**src/rtl/pds_rx_port.sv**
```systemverilog
`default_nettype none
// ============================================================================
// Module      : pds_rx_port
// Description : Packet switch receive port. Parses header/payload/parity,
//               buffers tagged bytes in a FIFO and streams them to the core.
// Revision    : 1.0
// ============================================================================
module pds_rx_port #(
    parameter int PORTNO = 0,
    parameter int DEPTH  = 16
) (
    input  logic        clock,
    input  logic        reset,
    input  logic        valid_in,
    input  logic [7:0]  data_in,
    output logic        suspend_out,
    output logic        out_valid,
    input  logic        out_ready,
    output logic [7:0]  out_data,
    output logic        out_sop,
    output logic        out_eop,
    output logic        out_err,
    output logic [15:0] pkt_count,
    output logic [15:0] err_count
);

    localparam int              c_AW         = $clog2(DEPTH);
    localparam logic [c_AW:0]   c_FULL       = (c_AW + 1)'(DEPTH);
    localparam logic [1:0]      c_ST_IDLE    = 2'd0;
    localparam logic [1:0]      c_ST_PAYLOAD = 2'd1;
    localparam logic [1:0]      c_ST_PARITY  = 2'd2;

    if ((PORTNO < 0) || (PORTNO > 3) || (DEPTH < 4) || ((DEPTH & (DEPTH - 1)) != 0)) begin : g_param_check
        $error("pds_rx_port: illegal PORTNO or DEPTH");
    end

    logic [1:0]      r_state;
    logic [3:0]      r_rem;
    logic [7:0]      r_acc;
    logic [c_AW-1:0] r_wr_ptr;
    logic [c_AW-1:0] r_rd_ptr;
    logic [c_AW:0]   r_occ;
    logic [10:0]     r_mem [DEPTH];
    logic [15:0]     r_pkt;
    logic [15:0]     r_err;

    logic        w_accept;
    logic        w_push;
    logic        w_pop;
    logic        w_parity_ok;
    logic        w_good_pkt;
    logic        w_err_inc;
    logic [10:0] w_wr_entry;
    logic [10:0] w_head;

    assign suspend_out = (r_occ == c_FULL);
    assign out_valid   = (r_occ != '0);
    assign w_accept    = valid_in && !suspend_out;
    assign w_pop       = out_valid && out_ready;
    assign w_parity_ok = (data_in == r_acc);

    // A zero-length header is the only accepted byte that is not stored.
    assign w_push     = w_accept && !((r_state == c_ST_IDLE) && (data_in[7:4] == 4'd0));
    assign w_good_pkt = w_accept && (r_state == c_ST_PARITY) && w_parity_ok;
    assign w_err_inc  = w_accept && (((r_state == c_ST_PARITY) && !w_parity_ok) ||
                                     ((r_state == c_ST_IDLE) && (data_in[7:4] == 4'd0)));

    always_comb begin
        w_wr_entry = {1'b0, 1'b0, 1'b0, data_in};
        case (r_state)
            c_ST_IDLE:   w_wr_entry[8]  = 1'b1;
            c_ST_PARITY: begin
                w_wr_entry[9]  = 1'b1;
                w_wr_entry[10] = !w_parity_ok;
            end
            default:     w_wr_entry = {1'b0, 1'b0, 1'b0, data_in};
        endcase
    end

    always_ff @(posedge clock or posedge reset) begin
        if (reset) begin
            r_state <= c_ST_IDLE;
            r_rem   <= 4'd0;
            r_acc   <= 8'd0;
        end else if (w_accept) begin
            case (r_state)
                c_ST_IDLE: begin
                    if (data_in[7:4] != 4'd0) begin
                        r_acc   <= data_in;
                        r_rem   <= data_in[7:4];
                        r_state <= c_ST_PAYLOAD;
                    end
                end
                c_ST_PAYLOAD: begin
                    r_acc <= r_acc ^ data_in;
                    r_rem <= r_rem - 4'd1;
                    if (r_rem == 4'd1) begin
                        r_state <= c_ST_PARITY;
                    end
                end
                c_ST_PARITY: r_state <= c_ST_IDLE;
                default:     r_state <= c_ST_IDLE;
            endcase
        end
    end

    always_ff @(posedge clock or posedge reset) begin
        if (reset) begin
            r_pkt <= 16'd0;
            r_err <= 16'd0;
        end else begin
            if (w_good_pkt && (r_pkt != 16'hFFFF)) begin
                r_pkt <= r_pkt + 16'd1;
            end
            if (w_err_inc && (r_err != 16'hFFFF)) begin
                r_err <= r_err + 16'd1;
            end
        end
    end

    // Storage has no reset; the pointers and occupancy define what is live.
    always_ff @(posedge clock) begin
        if (w_push) begin
            r_mem[r_wr_ptr] <= w_wr_entry;
        end
    end

    always_ff @(posedge clock or posedge reset) begin
        if (reset) begin
            r_wr_ptr <= '0;
            r_rd_ptr <= '0;
            r_occ    <= '0;
        end else begin
            if (w_push) begin
                r_wr_ptr <= r_wr_ptr + 1'b1;
            end
            if (w_pop) begin
                r_rd_ptr <= r_rd_ptr + 1'b1;
            end
            case ({w_push, w_pop})
                2'b10:   r_occ <= r_occ + 1'b1;
                2'b01:   r_occ <= r_occ - 1'b1;
                default: r_occ <= r_occ;
            endcase
        end
    end

    assign w_head    = out_valid ? r_mem[r_rd_ptr] : 11'd0;
    assign out_data  = w_head[7:0];
    assign out_sop   = w_head[8];
    assign out_eop   = w_head[9];
    assign out_err   = w_head[10];
    assign pkt_count = r_pkt;
    assign err_count = r_err;

endmodule
`default_nettype wire

```
**config.mk**
```make
export PLATFORM = sky130hd
export DESIGN_NAME = pds_rx_port
export DESIGN_NICKNAME = d
export VERILOG_FILES = /design/src/rtl/pds_rx_port.sv
export SDC_FILE = /design/constraint.sdc
export NUM_CORES = 1
export LEC_CHECK = 0
export ABC_AREA = 1
export BUFFER_PORTS_ARGS = -buffer_cell sky130_fd_sc_hd__buf_4
export CAP_MARGIN = 15
export CORE_MARGIN = 2
export CORE_UTILIZATION = 45
export CTS_BUF_LIST = sky130_fd_sc_hd__clkbuf_8
export DETAILED_ROUTE_END_ITERATION = 8
export PLACE_DENSITY = 0.71
export REMOVE_ABC_BUFFERS = 1
export SYNTH_ARGS = -nofsm -noshare
export SYNTH_HDL_FRONTEND = slang
export SYNTH_SLANG_ARGS = --single-unit
```
**constraint.sdc**
```tcl
create_clock -name clock -period 2.1 [get_ports clock]
set_clock_uncertainty 0.05 [all_clocks]
set_input_delay 0.21 -clock clock [delete_from_list [all_inputs] [get_ports clock]]
set_output_delay 0.21 -clock clock [all_outputs]
set_load 0.01 [all_outputs]
```
==> results.json <==
{
  "status": "complete, but fails checks",
  "violations": "negative setup slack",
  "crit_fanout": 6,
  "synth_compound_area_share_pct": 7.023,
  "placed_cell_area_um2": 12140,
  "overflow": 0,
  "area_growth_pct": 28.88,
  "grt_pass1_wl_mm": 43.39,
  "dieArea_um2": 25130,
  "synth_xor_area_share_pct": 2.935,
  "path_class": "reg2out",
  "vdd_drop_max_uv": 589.3,
  "post_drt_wl_per_cell_um": 18.16,
  "clk_path_buf_depth": 3,
  "place_congestion": 0.8261,
  "drc_errors": 0,
  "path_cells": "buf_12, buf_8, buf_16, nand2_2, nand3_2, nand2_1, a21oi_2, o31ai_2, a21oi_1, buf_4",
  "drt_iter0_drc": 661,
  "slowest_stage": "dfrtp_4",
  "synthArstFlopShare_pct": 25.11,
  "seq_area_frac_synth_pct": 62.94,
  "relSlewSlack_pct": 50.23,
  "required_ps": 1840,
  "cts_buffers": 40,
  "path_buf_inv": 4,
  "antenna_found_initial": 0,
  "drive_above_1_share_pct": 26.04,
  "finalHoldViolCount": 0,
  "antennaDiodeCount": 0,
  "leakage_uw": 0.005794,
  "synth_top_area_share_pct": 49.20,
  "cts_tree": "done",
  "yosys-top-cells-area": "edfxtp_1 49%, dfrtp_1 14%, nand2_1 11%",
  "finalSetupViolations": 12,
  "synth_top_family_by_area": "simple AND/OR/NAND/NOR gates",
  "post-route-period-util_pct": 121.0,
  "arrival_ps": 2280,
  "netlist_area_um2": 10740,
  "die_w_um": 158.5,
  "clockRootBuffer": "clkbuf_8",
  "yosysTopAreaCell": "edfxtp_1",
  "ys_warn_count": 0,
  "placeableCoreArea_um2": 23470,
  "start_kind": "flip-flop",
  "via_count": 8500,
  "pin_count": 57,
  "syn_inst": 1066,
  "grt_max_degree": 45,
  "ant_nets": 0,
  "clock_latency_ps": 550,
  "max_stage_delay_ps": 460,
  "max_freq_ghz": 0.3936,
  "die_h_um": 158.5,
  "ys_ff_latch": 235,
  "initial_core_util_pct": 45.77,
  "yosys.cell_types.count": 33,
  "power.density_nw_per_um2": 1318,
  "setup_ws_ps": -440.7,
  "hold_path_class": "in2reg",
  "grt_pass1_vias": 8242,
  "drv_cap": 0,
  "avgSynthCellArea_um2": 10.08,
  "avgViaCountPerCell": 5.332,
  "path_delay_family": "buffers and inverters",
  "grtUsageTotal_pct": 22.51,
  "nNetsFinal": 1270,
  "htree_levels": 2,
  "routed_wl_mm": 28.94,
  "utilization_pct": 58.99,
  "synthMuxAreaShare_pct": 0,
  "nFillCells": 1854,
  "io_buffer_count": 56,
  "synth-simple-area-share_pct": 21.13,
  "critPathCaptureType": "output pin",
  "place_hpwl_mm": 16.55,
  "regArea_um2": 6766,
  "holdWs_ps": 42.93,
  "first_pass_iters": 5,
  "ys.flop_type": "edfxtp_1",
  "drv_slew": 0,
  "synth-edff-count": 176,
  "grt_setup_unrepaired": "true",
  "layout_min_cycle_time_ps": 2541,
  "multi_input_area_um2": 3825,
  "clk_pin_slew_ps": 60,
  "cts.sinks": 235,
  "synthAdderAreaFrac_pct": 1.514,
  "worst_pin_slew_ps": 745.7,
  "fin_area_um2": 13850,
  "rows": 56
}
[logic make-up after synthesis]
kind of cell | count (synthesis)
flip-flops | 235
buffers and inverters | 115
AND/OR/NAND/NOR | 530
adder cells (fa/ha/maj) | 13
XOR/XNOR | 36
AO/OA/AOI/OAI | 137
[area by class of cell]
type | count | share of cell area [%]
flip-flops and latches | 235 | 48.87
multi-input cells | 716 | 27.63
clock inverters | 28 | 0.9037
repair inverters | 1 | 0.04518
clock buffers | 44 | 4.374
repair buffers | 183 | 13.40
inverters | 68 | 1.898
well taps | 319 | 2.883
[what timing repair did]
action | CTS | global route
setup buffers | 17 | 7
hold buffers | 5 | 0
gates cloned | 7 | 7
hold endpoints to repair | 56 | 0
setup endpoints to repair | 25 | 33
resized for setup | 67 | 55
pin swaps | 32 | 42
[final timing paths]
path,start,end,slack [ps],cells past startpoint
setup / recovery,r_rd_ptr[0],out_data[0],-440,10
hold / removal,data_in[6],r_mem[15][6],40,2
setup reg to reg,r_occ[0],r_occ[4],-200,14
hold reg to reg,pkt_count[14],pkt_count[14],470,2
max in group asynchronous,reset,r_rem[3],1210,4
min in group asynchronous,reset,err_count[8],210,3
[sequential cells by signal, summed over array words and instances (netlist names)]
register / count
r_occ: 5
r_rd_ptr: 4
r_wr_ptr: 4
r_acc: 8
r_state: 2
pkt_count: 16
r_mem: 176
err_count: 16
r_rem: 4
[through the flow]
step	TNS (ps)	total power [µW]	setup WS, ps	instances
after floorplan	-16770	9625	-1232	1019
after global placement	-952.4	12190	-187.0	1481
after detailed placement	-2444	12330	-285.9	1481
after CTS	-4240	17420	-396.3	1582
after global routing	-5586	19270	-505.4	1594
final	-4357	18250	-440.7	1594
[power breakdown]
group          internal, µW  switching [µW]  leakage (µW)
registers              5810             300       0.00237
logic                  3570            4800       0.00299
clock network          1930            1840      0.000441
total                 11300            6940       0.00579
[worst register-to-register path, stage by stage (launching register included)]
cell,delay [ps]
dfrtp_1,400
nor2_2,130
nand3_1,70
or2_1,240
nand2_2,80
inv_2,50
ha_4,190
xor2_4,160
ha_2,180
inv_2,50
nand2_2,60
a31oi_2,220
xor2_1,210
nand2_1,70
nand2_1,80
[cell usage after synthesis (2+ instances only)]
master,number
nand2_1,323
edfxtp_1,176
nor2_1,79
nand3_1,78
dfrtp_1,59
inv_1,58
a21oi_1,57
o21ai_0,52
xor2_1,25
o31ai_1,22
clkbuf_1,21
nand4_1,21
buf_2,20
ha_1,13
xnor2_1,11
inv_2,10
nor3_1,8
buf_4,4
nand2_2,4
nor2_4,4
o211ai_1,4
nor2_2,3
nand2_4,2
nand3_2,2
nor3_2,2
[cells in the final DEF, fill, tap and decap left out, types with 3 or more instances in the layout]
cell / instances
nand2_1: 310
o21ai_1: 9
clkbuf_8: 44
buf_8: 4
o31ai_2: 5
o211ai_1: 4
nor2_4: 4
nor3_1: 7
inv_2: 11
o21ai_2: 9
o31ai_1: 17
nor2_1: 72
nand2_4: 3
nand2_2: 16
buf_6: 7
clkinv_1: 6
inv_1: 74
ha_1: 10
nand3_1: 71
dfrtp_1: 57
dlygate4sd3_1: 5
buf_4: 140
buf_16: 6
xor2_1: 23
clkbuf_16: 6
a21oi_2: 21
a21oi_1: 36
nand3_2: 9
edfxtp_1: 176
nand4_1: 21
o21ai_0: 33
xnor2_1: 10
buf_12: 15
nor2_2: 10
nor3_2: 3
[per-layer routing]
layer	part of all wire (%)	vias to the layer above	GRT usage (%)
li1	-	3986	-
met1	41	4074	29.23
met2	48	363	38.14
met3	7.4	77	4.056
met4	3.5	0	7.894
met5	0	-	0
Note: power is estimated with default switching activity, not from simulation.
